File: src/rtl/frame_deserializer.sv
// Receive-side frame deserializer: locks onto HEADER, collects up to NUM_CHANNELS
// payload bytes into a shadow buffer and publishes them on FOOTER.
module frame_deserializer #(
  parameter int unsigned NUM_CHANNELS = 16,
  parameter logic [7:0]  HEADER       = 8'hAA,
  parameter logic [7:0]  FOOTER       = 8'h55
) (
  input  logic                        clk,
  input  logic                        rst,
  input  logic [7:0]                  din,
  output logic [8*NUM_CHANNELS-1:0]   frame_data,
  output logic [4:0]                  frame_len,
  output logic                        frame_valid,
  output logic                        frame_err,
  output logic [7:0]                  err_count
);

  typedef enum logic [1:0] {
    ST_IDLE,
    ST_PAYLOAD,
    ST_FULL
  } state_e;

  localparam logic [4:0] LAST_COUNT = 5'(NUM_CHANNELS);

  state_e                      state_q, state_d;
  logic [8*NUM_CHANNELS-1:0]   shadow_q, shadow_d;
  logic [4:0]                  count_q, count_d;
  logic [8*NUM_CHANNELS-1:0]   frame_data_q, frame_data_d;
  logic [4:0]                  frame_len_q, frame_len_d;
  logic                        frame_valid_q, frame_valid_d;
  logic                        frame_err_q, frame_err_d;
  logic [7:0]                  err_count_q, err_count_d;
  logic                        good_frame, bad_frame;

  always_comb begin
    state_d       = state_q;
    shadow_d      = shadow_q;
    count_d       = count_q;
    frame_data_d  = frame_data_q;
    frame_len_d   = frame_len_q;
    frame_valid_d = 1'b0;
    frame_err_d   = 1'b0;
    err_count_d   = err_count_q;
    good_frame    = 1'b0;
    bad_frame     = 1'b0;

    case (state_q)
      ST_IDLE: begin
        if (din == HEADER) begin
          state_d  = ST_PAYLOAD;
          shadow_d = '0;
          count_d  = '0;
        end
      end
      ST_PAYLOAD: begin
        if (din == FOOTER) begin
          state_d = ST_IDLE;
          if (count_q != 5'd0) good_frame = 1'b1;
          else                 bad_frame  = 1'b1;
        end else begin
          // Decoded write keeps the index in range for any NUM_CHANNELS.
          for (int unsigned k = 0; k < NUM_CHANNELS; k++) begin
            if (count_q == 5'(k)) shadow_d[8*k +: 8] = din;
          end
          count_d = count_q + 5'd1;
          if (count_d == LAST_COUNT) state_d = ST_FULL;
        end
      end
      ST_FULL: begin
        if (din == FOOTER) begin
          state_d    = ST_IDLE;
          good_frame = 1'b1;
        end else begin
          bad_frame = 1'b1;
          if (din == HEADER) begin
            // Overrunning HEADER is taken as the start of the next frame.
            state_d  = ST_PAYLOAD;
            shadow_d = '0;
            count_d  = '0;
          end else begin
            state_d = ST_IDLE;
          end
        end
      end
      default: state_d = ST_IDLE;
    endcase

    if (good_frame) begin
      frame_data_d  = shadow_q;
      frame_len_d   = count_q;
      frame_valid_d = 1'b1;
    end
    if (bad_frame) begin
      frame_err_d = 1'b1;
      if (err_count_q != 8'hFF) err_count_d = err_count_q + 8'd1;
    end
  end

  always_ff @(posedge clk or posedge rst) begin
    if (rst) begin
      state_q       <= ST_IDLE;
      shadow_q      <= '0;
      count_q       <= '0;
      frame_data_q  <= '0;
      frame_len_q   <= '0;
      frame_valid_q <= 1'b0;
      frame_err_q   <= 1'b0;
      err_count_q   <= '0;
    end else begin
      state_q       <= state_d;
      shadow_q      <= shadow_d;
      count_q       <= count_d;
      frame_data_q  <= frame_data_d;
      frame_len_q   <= frame_len_d;
      frame_valid_q <= frame_valid_d;
      frame_err_q   <= frame_err_d;
      err_count_q   <= err_count_d;
    end
  end

  assign frame_data  = frame_data_q;
  assign frame_len   = frame_len_q;
  assign frame_valid = frame_valid_q;
  assign frame_err   = frame_err_q;
  assign err_count   = err_count_q;

endmodule

File: config.mk
export PLATFORM = sky130hd
export DESIGN_NAME = frame_deserializer
export DESIGN_NICKNAME = d
export VERILOG_FILES = /design/src/rtl/frame_deserializer.sv
export SDC_FILE = /design/constraint.sdc
export NUM_CORES = 1
export LEC_CHECK = 0
export ABC_AREA = 0
export CAP_MARGIN = 20
export CORE_UTILIZATION = 50
export CTS_CLUSTER_SIZE = 14
export DETAILED_ROUTE_END_ITERATION = 8
export DONT_BUFFER_PORTS = 1
export PLACE_DENSITY = 0.64
export SLEW_MARGIN = 40
export SYNTH_ARGS = -nofsm -noshare
export SYNTH_HDL_FRONTEND = slang
export SYNTH_SLANG_ARGS = --single-unit
File: constraint.sdc
create_clock -name clk -period 9.8 [get_ports clk]
set_input_delay 0.98 -clock clk [delete_from_list [all_inputs] [get_ports clk]]
set_output_delay 0.98 -clock clk [all_outputs]
set_load 0.02 [all_outputs]
# Yosys cells after proc, flatten, opt, wreduce, memory -nomap -nowiden
# Cells that the tools add are included.
[totals]
register_bits = 278
input_bits = 10
[op_classes]
muxes = 40
n_eq_ne = 41
addsub = 2
n_reduce_logical = 23
[ops]
columns = ["cell", "n"]
rows = [
  ["$mux 128", 3],
  ["$pmux 128 s3", 1],
  ["$mux 8", 16],
  ["$reduce_and 4->1", 16],
  ["$eq 5x4->1 const B", 8],
  ["$ne 2x2->1 const B", 19],
  ["$eq 5x3->1 const B", 4],
  ["$mux 5", 3],
  ["$pmux 5 s3", 1],
  ["$eq 5x2->1 const B", 2],
  ["$mux 1", 10],
  ["$add 8x1->8 const B", 1],
  ["$eq 8x7->1 const B", 1],
  ["$eq 8x8->1 const B", 1],
  ["$ne 8x8->1 const B", 1],
  ["$mux 2", 3],
  ["$pmux 2 s3", 1],
  ["$add 5x1->5 const B", 1],
  ["$eq 5x1->1 const B", 1],
  ["$eq 5x5->1 const B", 1],
  ["$logic_not 5->1", 1],
  ["$reduce_bool 5->1", 1],
  ["$pmux 1 s2", 2],
  ["$reduce_and 2->1", 2],
  ["6 further kinds", 6],
]

# Longest topological paths before layout
# Gate-level depths: netlist of run 1.
[depth]
depth_word = 5
mapped_depth = 10
mapped_depth_nobuf = 8

# Worst setup path before layout of run 1
# Ideal clock, no wire load.
[synth_path]
path_type = "input -> register"
from = "input port din[7]"
to = "register frame_len_q[2], in the netlist frame_len[2]"
path_stages = 7
t_required_ns = 9.672
n_path_buf = 3
t_arrival_ns = 2.404
slack_ns = 7.268
path_cell_list = "nand4bb_1 > nor2_4 > o211a_1 > buf_2 > buf_6 > buf_6 > mux2_1"
[synth_between]
elab_chain_cells = 3
[synth_rtl]
columns = ["element", "line_no", "source"]
rows = [
  ["start: declaration", "10", "input logic [7:0] din,"],
  ["$eq 8x7->1 *", "57, 71", ""],
  ["$mux 1 (on tied branches)", "71, 57", ""],
  ["$pmux 1 s2 *", "48", "case (state_q)"],
  ["end signal: assignment", "115", "frame_len_q <= frame_len_d;"],
  ["end: declaration", "30", "logic [4:0] frame_len_q, frame_len_d;"],
]
# Mark *: on every way between the ends. The rest lies on a longest branch, timed or not.
# A chain may end at the register's enable or synchronous reset.

# Worst setup path in the final report of run 1
[layout_path]
from = "register state_q[1]"
to = "register frame_data_q[76], in the netlist frame_data[76]"
[layout_between]
elab_chain_cells = 2
[layout_rtl]
columns = ["element", "line_no", "source"]
rows = [
  ["start: declaration", "26", "state_e state_q, state_d;"],
  ["start signal: assignment", "111", "state_q <= state_d;"],
  ["$eq 2x2->1 or $eq 2x1->1 (tied branches)", "48", ""],
  ["$pmux 1 s2 *", "48", ""],
  ["end signal: assignment", "114", "frame_data_q <= frame_data_d;"],
  ["end: declaration", "29", "logic [8*NUM_CHANNELS-1:0] frame_data_q, frame_data_d;"],
]
# Marked as above.

==> results.txt, run 1 <==
Chip Width = 151 um
Tcrit/Tclk final = 38.0%
Leakage = 6.25 nW
Fin util = 56.9%
Fmax achieved = 268 MHz
Syn Nets = 736
Largest net degree at the start of global routing = 134
Layout filler cell count = 1684
Worst hold slack = 403 ps
Final RePlAce weighted congestion = 0.812
Dpl hpwl = 13.7 mm
Most used flip-flop cell after synthesis = dfrtp_1
Worst path top cell family by delay = buffers and inverters
Yosys cell types = 42
Syn_area_per_cell = 15.4 sq um
Ys Warns = 0
Die area = 22700 sq um
Status = completed
First-pass GRT wire length = 34.4 mm
Post-synthesis cell area = 11000 sq um
RR Startpoint = state_q[1]$_DFFE_PP0P_
R2R cell count = 7
Worst vdd ir = 0.120 mV
Drt first pass iters = 5
CP startpoint = state_q[1]$_DFFE_PP0P_
Worst path cell trace = inv_1 -> ha_1 -> inv_1 -> nor2_1 -> o211a_4 -> buf_6 -> mux2_2
Initial cell density of the core = 51.7%
Final Max Slew Viols = 0
Post-synth top area share = 63.0%
Crit end category = flip-flop
Hold_buf cts = 0
PortBufs = 0
Vert. Die Dim = 151 um
Main area contributors after synthesis = dfrtp_1 63%, mux2_2 15%, mux2_1 12%, ha_1 1.1%, nand2_4 1.0%
# IOs = 153
HP Class = input pin to asynchronous set/reset pin
Buf+Inv Stages, Crit Path = 3
Seq/Total Area, Yosys = 63.0%
Final Total Pwr = 2.49 mW
Nets@finish = 732
CORE AREA = 21400 sq um
Commonest cells post-synth = 278 x dfrtp_1, 145 x mux2_2, 117 x mux2_1, 18 x nand2_1, 18 x o21ai_0
Cts repair resizes = 0
WL/cell = 21.7 um
Seq cells post-synth = 278
Post-DRT Antenna Nets = 0
Initial antenna violation count = 0
Site Rows = 53
Syn Inst Count = 716
Diodes inserted = 0
Max-cap violations = 0
Setup Skew = 11.5 ps
Setup Total Neg Slack = 0 ps
CP Launch Type = flip-flop
Final Hold Fails = 0
RSZ-0062 raised after global routing = false
CTS tree = done
CP arrival = 4140 ps
# Post-CTS Setup Buffers = 0
Power density cells = 205 nW/um^2
Worst path slowest cell = o211a_4
Share of cells above drive strength 1 = 29.8%
Slew @ Worst Pin = 816 ps
Critical path fanouts, max = 83
Largest area contributor in the netlist = dfrtp_1
Final Setup Violations = 0
Via density per instance = 5.63
Max Root-Sink Buffers = 3
Async set-reset flop share out of synthesis = 100%
Most common cell in the synthesized netlist = dfrtp_1
Number of global-route vias before repair = 6079
Fin crit period = 3730 ps
CP Depth = 7
Drt initial violations = 244
Area delta synth->final = 9.98%
Total GRT Usage = 19.8%
Slew HR = 45.6%
Worst-Skew Late Latency = 530 ps
CTS Root Cell = clkbuf_16
Most used cell, CP = inv_1
CTS buffer count = 29
Finished Layout Cells = 1006
Placed cell count = 956
Worst endpoint required time = 10210 ps
H-tree Lvls = 1
DRT Wirelength = 21.8 mm
# DRC = 0
Max incr delay on CP = 690 ps
Worst setup path class = flip-flop to flip-flop
Worst-path clk slew = 60 ps
GRT overflow = 0
Number of flops mapped to enable cells by yosys = 0
Clock sink count = 278
Vias post-DR = 5667
==> power by group <==
part | total, mW | internal, mW | switching, mW
Clock | 1.02 | 0.600 | 0.422
Sequential | 1.26 | 1.22 | 0.0408
Combinational | 0.203 | 0.0825 | 0.121
Total | 2.49 | 1.90 | 0.583
==> layout make-up <==
type / count / area (sq um) / area share, %
Sequential cell: 278 / 6960 / 57.3
Multi-Input combinational cell: 392 / 3860 / 31.8
Clock buffer: 42 / 855 / 7.04
Tap cell: 275 / 344 / 2.83
Clock inverter: 8 / 47.5 / 0.392
Inverter: 8 / 42.5 / 0.350
Timing Repair Buffer: 3 / 33.8 / 0.278
==> per-stage QoR <==
| step | setup slack, ps | cell area, sq um |
|---|---|---|
| 2_1_floorplan | 1150 | 11000 |
| 3_3_place_gp | 5970 | 11200 |
| 3_5_place_dp | 6090 | 11200 |
| 4_1_cts | 6090 | 12100 |
| 5_1_grt | 5810 | 12100 |
| 6_report | 6070 | 12100 |
==> per-layer routing <==
| layer | track usage [%] | part of all wire, % | vias up |
|---|---|---|---|
| met5 | 0 | 0 | - |
| met4 | 3.95 | 1.2 | 0 |
| met3 | 5.18 | 6.5 | 26 |
| met2 | 33.8 | 50 | 142 |
| met1 | 25.6 | 42 | 2980 |
| li1 | - | - | 2519 |
==> worst reg2reg max path: stages, from the launching register on <==
cell and delay (ps):
dfrtp_1 420, inv_1 110, ha_1 630, inv_1 320
nor2_1 240, o211a_4 690, buf_6 630, mux2_2 560
==> final timing paths <==
kind / end / slack [ps]
setup / recovery: frame_data[76]$_DFFE_PP0P_ / 6070
hold / removal: frame_data[31]$_DFFE_PP0P_ / 400
setup reg to reg: frame_data[76]$_DFFE_PP0P_ / 6070
hold reg to reg: shadow_q[109]$_DFFE_PP0P_ / 480
min in group clk: shadow_q[109]$_DFFE_PP0P_ / 480
max in group asynchronous: shadow_q[109]$_DFFE_PP0P_ / 8240
==> placed cells by master, fill, tap and decap left out, types with 8 or more instances in the layout <==
master,Yosys,final
ha_1,10,10
clkbuf_8,0,8
nand2_4,10,10
mux2_2,145,145
dfrtp_1,278,278
a21oi_1,10,10
mux2_1,117,117
clkbuf_16,0,29
nand2_1,18,18
o21ai_0,18,18
==> kinds of logic after synthesis <==
group           count (synthesis)  synth area share [%]
flops                         278                  63.0
buf+inv                        46                  2.21
fa+ha+maj                      10                  1.13
compound gates                 44                  2.37
mux                           262                  26.7
xor+xnor                        5                 0.397
simple gates                   71                  4.16
==> registers in the layout, indices dropped and copies added, names as in the netlist <==
name         flops
frame_data     128
shadow_q       128
err_count        8
count_q          5
frame_len        5
state_q          2
frame_err        1
frame_valid      1
Power figures use the tool's default switching activity.
==> run 2: changes to the inputs <==
--- a/config.mk
+++ b/config.mk
@@ -11,7 +11,7 @@
 export CTS_CLUSTER_SIZE = 14
 export DETAILED_ROUTE_END_ITERATION = 8
 export DONT_BUFFER_PORTS = 1
-export PLACE_DENSITY = 0.64
+export PLACE_DENSITY = 0.67
 export SLEW_MARGIN = 40
 export SYNTH_ARGS = -nofsm -noshare
 export SYNTH_HDL_FRONTEND = slang
==> constraint.sdc (replaced) <==
create_clock -name clk -period 3.3 [get_ports clk]
set_input_delay 0.33 -clock clk [delete_from_list [all_inputs] [get_ports clk]]
set_output_delay 0.33 -clock clk [all_outputs]
set_load 0.02 [all_outputs]
==> results.txt, run 2 (same netlist as run 1, synthesis figures left out) <==
Status = completed
Worst path slowest cell = dfrtp_1
Nets@finish = 741 (+1.2%)
Drt first pass iters = 4 (-1)
Worst endpoint required time = 3710 ps (-6500 ps)
Total GRT Usage = 20.4% (+0.53 points)
Worst-path clk slew = 70 ps (about the same)
Setup ws final = 609 ps (-5470 ps)
Final Total Pwr = 7.66 mW (+210%)
Post-DRT Antenna Nets = 0 (unchanged)
Final Max Slew Viols = 0 (unchanged)
Fin crit period = 2690 ps (-1030 ps)
Via density per instance = 5.73 (+1.7%)
Finished Layout Cells = 1017 (+1.1%)
HP Class = input pin to asynchronous set/reset pin
Worst-Skew Late Latency = 540 ps (about the same)
Vias post-DR = 5826 (+2.8%)
# IOs = 153 (unchanged)
Worst path cell trace = inv_1 -> ha_1 -> nor4b_1 -> nor2_1 -> o211a_4 -> buf_12 -> buf_12 -> mux2_2
Fmax achieved = 372 MHz (+38%)
Max Root-Sink Buffers = 3 (unchanged)
CP Launch Type = flip-flop
RSZ-0062 raised after global routing = false
Drt initial violations = 283 (+16%)
H-tree Lvls = 1 (unchanged)
Tcrit/Tclk final = 81.6% (+44 points)
# DRC = 0 (unchanged)
Final Hold Fails = 0 (unchanged)
DRT Wirelength = 22.4 mm (+2.7%)
Site Rows = 53 (unchanged)
Die area = 22700 sq um (unchanged)
GRT overflow = 0 (unchanged)
Dpl hpwl = 14.8 mm (+7.8%)
Chip Width = 151 um (unchanged)
PortBufs = 0 (unchanged)
Critical path fanouts, max = 30 (-64%)
CORE AREA = 21400 sq um (unchanged)
Final RePlAce weighted congestion = 0.811 (-0.21%)
Number of global-route vias before repair = 6219 (+2.3%)
Slew HR = 56.8% (+11 points)
Area delta synth->final = 11.9%
Most common cell after layout, fill and taps aside = dfrtp_1
Final Setup Violations = 0 (unchanged)
First-pass GRT wire length = 35.3 mm (+2.5%)
Diodes inserted = 0 (unchanged)
Slew @ Worst Pin = 647 ps (-169 ps)
Worst vdd ir = 0.419 mV (+250%)
Crit end category = flip-flop
FF/Latch Area = 6960 sq um (unchanged)
Buf+Inv Stages, Crit Path = 3 (unchanged)
CTS tree = done
CTS buffer count = 29 (unchanged)
Largest net degree at the start of global routing = 124 (-7.5%)
WL/cell = 22.0 um (+1.6%)
Most frequent cells in the layout = 278 x dfrtp_1, 145 x mux2_2, 117 x mux2_1
Layout filler cell count = 1642 (-2.5%)
Setup Total Neg Slack = 0 ps (unchanged)
Max-cap violations = 0 (unchanged)
CP arrival = 3100 ps (-1040 ps)
Power density cells = 620 nW/um^2 (+200%)
CTS Root Cell = clkbuf_16
Pre-CTS setup slack = 514 ps (-5580 ps)
Max incr delay on CP = 540 ps (-150 ps)
Vert. Die Dim = 151 um (unchanged)
Initial cell density of the core = 51.7% (unchanged)
Share of cells above drive strength 1 = 31.0% (+1.2 points)
Placed cell count = 962 (+0.63%)
Worst setup path class = flip-flop to flip-flop
Worst path top cell family by delay = buffers and inverters
Clock sink count = 278 (unchanged)
Most used cell, CP = buf_12
Multi-input gate area = 3860 sq um (unchanged)
Setup Skew = 19.2 ps (+7.74 ps)
Initial antenna violation count = 0 (unchanged)
Leakage = 6.35 nW (+1.5%)
==> run 2: cell count changes in the layout (fill, tap and decap cells not counted), sizes merged <==
cell and change:
buf +8, clkinv +4, clkinvlp +2, bufinv +3
clkbuf -4, dlygate4sd3 +1, inv -3
==> run 2: final timing paths <==
kind	startpoint	endpoint	slack, ps	cells after the start
max in group asynchronous	rst	frame_data[110]$_DFFE_PP0P_	2120	3
min in group clk	din[3]	state_q[1]$_DFFE_PP0P_	350	4
worst min register to register	shadow_q[9]$_DFFE_PP0P_	shadow_q[9]$_DFFE_PP0P_	490	1
worst max-delay path	count_q[0]$_DFFE_PP0P_	frame_data[35]$_DFFE_PP0P_	610	8
worst max register to register	count_q[0]$_DFFE_PP0P_	frame_data[35]$_DFFE_PP0P_	610	8
worst min-delay path	rst	shadow_q[19]$_DFFE_PP0P_	250	2
==> run 2: what timing repair did <==
item	CTS	global route
hold buffers	1	0
resized for setup	0	0
hold endpoints to repair	10	0
buffers inserted	0	0
setup endpoints to repair	0	0
==> run 2: metrics by stage <==
step	utilization, %	hold slack [ps]	cell area (sq um)
5_1_grt	57.9	256	12400
2_1_floorplan	-	459	11000
6_report	57.9	253	12400
3_3_place_gp	53.0	189	11300
4_1_cts	57.7	242	12300
3_5_place_dp	53.1	187	11300
==> run 2: cell type report <==
type / count / share of cell area, %
sequential: 278 / 56.3
multi-input combinational: 392 / 31.3
clock buffer: 38 / 6.63
tap: 275 / 2.78
timing repair buffer: 12 / 1.45
clock inverter: 14 / 1.32
inverter: 8 / 0.273
==> run 2: where the power goes <==
| part | total [mW] | switching (mW) | internal, mW |
|---|---|---|---|
| combinational | 0.626 | 0.364 | 0.262 |
| sequential | 3.76 | 0.132 | 3.63 |
| clock | 3.28 | 1.30 | 1.98 |
==> run 2: metal layers <==
metal / track usage [%] / share of wire [%]
met1: 26.0 / 42
met2: 34.0 / 48
met3: 5.39 / 7.6
met4: 5.85 / 2.4
met5: 0 / 0
==> run 2: worst reg2reg max path: cells and delay by family (launching register included) <==
family | cells | cell delay, ps
buf+inv | 3 | 610
simple gates | 2 | 340
compound gates | 1 | 480
flops | 1 | 540
mux | 1 | 370
fa+ha+maj | 1 | 230
==> run 3: changes to the inputs <==
==> constraint.sdc (replaced) <==
create_clock -name clk -period 2.2 [get_ports clk]
set_input_delay 0.22 -clock clk [delete_from_list [all_inputs] [get_ports clk]]
set_output_delay 0.22 -clock clk [all_outputs]
set_load 0.02 [all_outputs]
==> results.txt, run 3 (same netlist as run 1, synthesis figures left out) <==
Worst-Skew Late Latency = 530 ps (about the same)
Worst-path clk slew = 60 ps (about the same)
Worst vdd ir = 0.501 mV (+20%)
Most common cell after layout, fill and taps aside = dfrtp_1
Post-DRT Antenna Nets = 0 (unchanged)
Vert. Die Dim = 151 um (unchanged)
Worst endpoint required time = 2600 ps (-1110 ps)
Diodes inserted = 0 (unchanged)
Dpl hpwl = 15.2 mm (+2.6%)
Chip Width = 151 um (unchanged)
DRT Wirelength = 23.2 mm (+3.6%)
# DRC = 0 (unchanged)
Fin crit period = 2140 ps (-550 ps)
Leakage = 6.46 nW (+1.8%)
Area delta synth->final = 14.0%
CTS buffer count = 28 (-3.4%)
# IOs = 153 (unchanged)
Initial cell density of the core = 51.7% (unchanged)
Dpl cell area = 11500 sq um (+1.8%)
Final Max Slew Viols = 0 (unchanged)
Total GRT Usage = 20.6% (+0.20 points)
Nets@finish = 767 (+3.5%)
Slew HR = 56.6% (-0.21 points)
Worst hold slack = 177 ps (-75.9 ps)
Final Hold Fails = 0 (unchanged)
Drt first pass iters = 4 (unchanged)
Via density per instance = 5.65 (-1.4%)
Final Setup Violations = 0 (unchanged)
Power density cells = 888 nW/um^2 (+43%)
Number of global-route vias before repair = 6311 (+1.5%)
Share of cells above drive strength 1 = 32.8% (+1.8 points)
CP arrival = 2540 ps (-560 ps)
Crit end category = flip-flop
H-tree Lvls = 1 (unchanged)
WL/cell = 22.3 um (+1.2%)
Final RePlAce weighted congestion = 0.866 (+6.8%)
Clock sink count = 278 (unchanged)
Setup Skew = 19.0 ps (-0.206 ps)
CTS tree = done
Worst setup path class = flip-flop to flip-flop
Setup ws final = 58.9 ps (-550 ps)
Max Root-Sink Buffers = 3 (unchanged)
Fmax achieved = 467 MHz (+26%)
First-pass GRT wire length = 35.7 mm (+1.2%)
Most frequent cells in the layout = 278 x dfrtp_1, 145 x mux2_2, 117 x mux2_1
Largest net degree at the start of global routing = 89 (-28%)
PortBufs = 0 (unchanged)
Vias post-DR = 5882 (+0.96%)
Drt initial violations = 183 (-35%)
Site Rows = 53 (unchanged)
Die area = 22700 sq um (unchanged)
HP Class = input pin to flip-flop
Setup Total Neg Slack = 0 ps (unchanged)
Slew @ Worst Pin = 649 ps (+1.76 ps)
CORE AREA = 21400 sq um (unchanged)
CTS Root Cell = clkbuf_16
Final instance area = 12600 sq um (+1.8%)
RSZ-0062 raised after global routing = true
Max-cap violations = 0 (unchanged)
Initial antenna violation count = 1 (+1)
Fin util = 58.9% (+1.0 points)
CP Launch Type = flip-flop
Tcrit/Tclk final = 97.3% (+16 points)
Status = completed
Pre-CTS setup slack = -83.4 ps (-598 ps)
GRT overflow = 0 (unchanged)
Critical path fanouts, max = 9 (-70%)
==> run 3: changes by cell type in the layout (fill, tap and decap cells not counted), sizes merged <==
cell / before / now
clkinv: 10 / 3
buf: 11 / 35
clkbuf: 38 / 48
bufinv: 3 / 1
clkinvlp: 2 / 1
==> run 3: power breakdown <==
| group | internal [mW] | total (mW) | switching [mW] | leakage, nW |
|---|---|---|---|---|
| Combinational | 0.452 | 1.02 | 0.573 | 2.16 |
| Clock | 2.67 | 4.52 | 1.85 | 0.430 |
| Sequential | 5.44 | 5.63 | 0.187 | 3.87 |
==> run 3: area by class of cell <==
| type | count | area [sq um] |
|---|---|---|
| clock buffer | 45 | 825 |
| clock inverter | 4 | 56.3 |
| fill | 1633 | 8770 |
| inverter | 8 | 33.8 |
| multi-input combinational | 392 | 3880 |
| sequential | 278 | 6960 |
| tap | 275 | 344 |
| timing repair buffer | 39 | 480 |
==> run 3: critical path: stages (launching register included) <==
cell and delay, ps:
dfrtp_1 400, inv_1 110, ha_1 260, o211ai_1 350
a21oi_4 170, nand2_1 320, mux2_2 380
==> run 3: per-stage QoR <==
step / total power [mW] / std cells
2_1_floorplan: 6.36 / 716
4_1_cts: 11.3 / 1034
6_report: 11.2 / 1041
3_3_place_gp: 6.67 / 981
3_5_place_dp: 6.74 / 982
5_1_grt: 11.6 / 1041
==> run 3: path summary, 6_finish.rpt <==
| kind | startpoint | end | slack [ps] | cells after the start |
|---|---|---|---|---|
| min reg2reg | shadow_q[96]$_DFFE_PP0P_ | frame_data[96]$_DFFE_PP0P_ | 490 | 1 |
| min in group asynchronous | rst | frame_data[18]$_DFFE_PP0P_ | 270 | 2 |
| max | state_q[0]$_DFFE_PP0P_ | shadow_q[38]$_DFFE_PP0P_ | 60 | 6 |
| min | din[4] | count_q[3]$_DFFE_PP0P_ | 180 | 4 |
| max in group asynchronous | rst | shadow_q[4]$_DFFE_PP0P_ | 1050 | 3 |
| max reg2reg | state_q[0]$_DFFE_PP0P_ | shadow_q[38]$_DFFE_PP0P_ | 60 | 6 |
==> run 3: repair_timing <==
action / CTS / global route
endpoints found under the hold margin: 19 / 0
hold buffers: 1 / 0
gates resized for setup: 1 / 5
cloned: 0 / 3
endpoints found under the setup margin: 96 / 189
pin swaps: 1 / 1
buffers inserted: 2 / 4
==> run 3: metal layers <==
| metal | share of wire, % | global-route usage (%) | vias up |
|---|---|---|---|
| met5 | 0 | 0 | - |
| met4 | 1.6 | 5.30 | 0 |
| met3 | 6.6 | 5.33 | 35 |
| met2 | 49 | 35.2 | 171 |
| met1 | 43 | 25.9 | 3073 |
| li1 | - | - | 2603 |
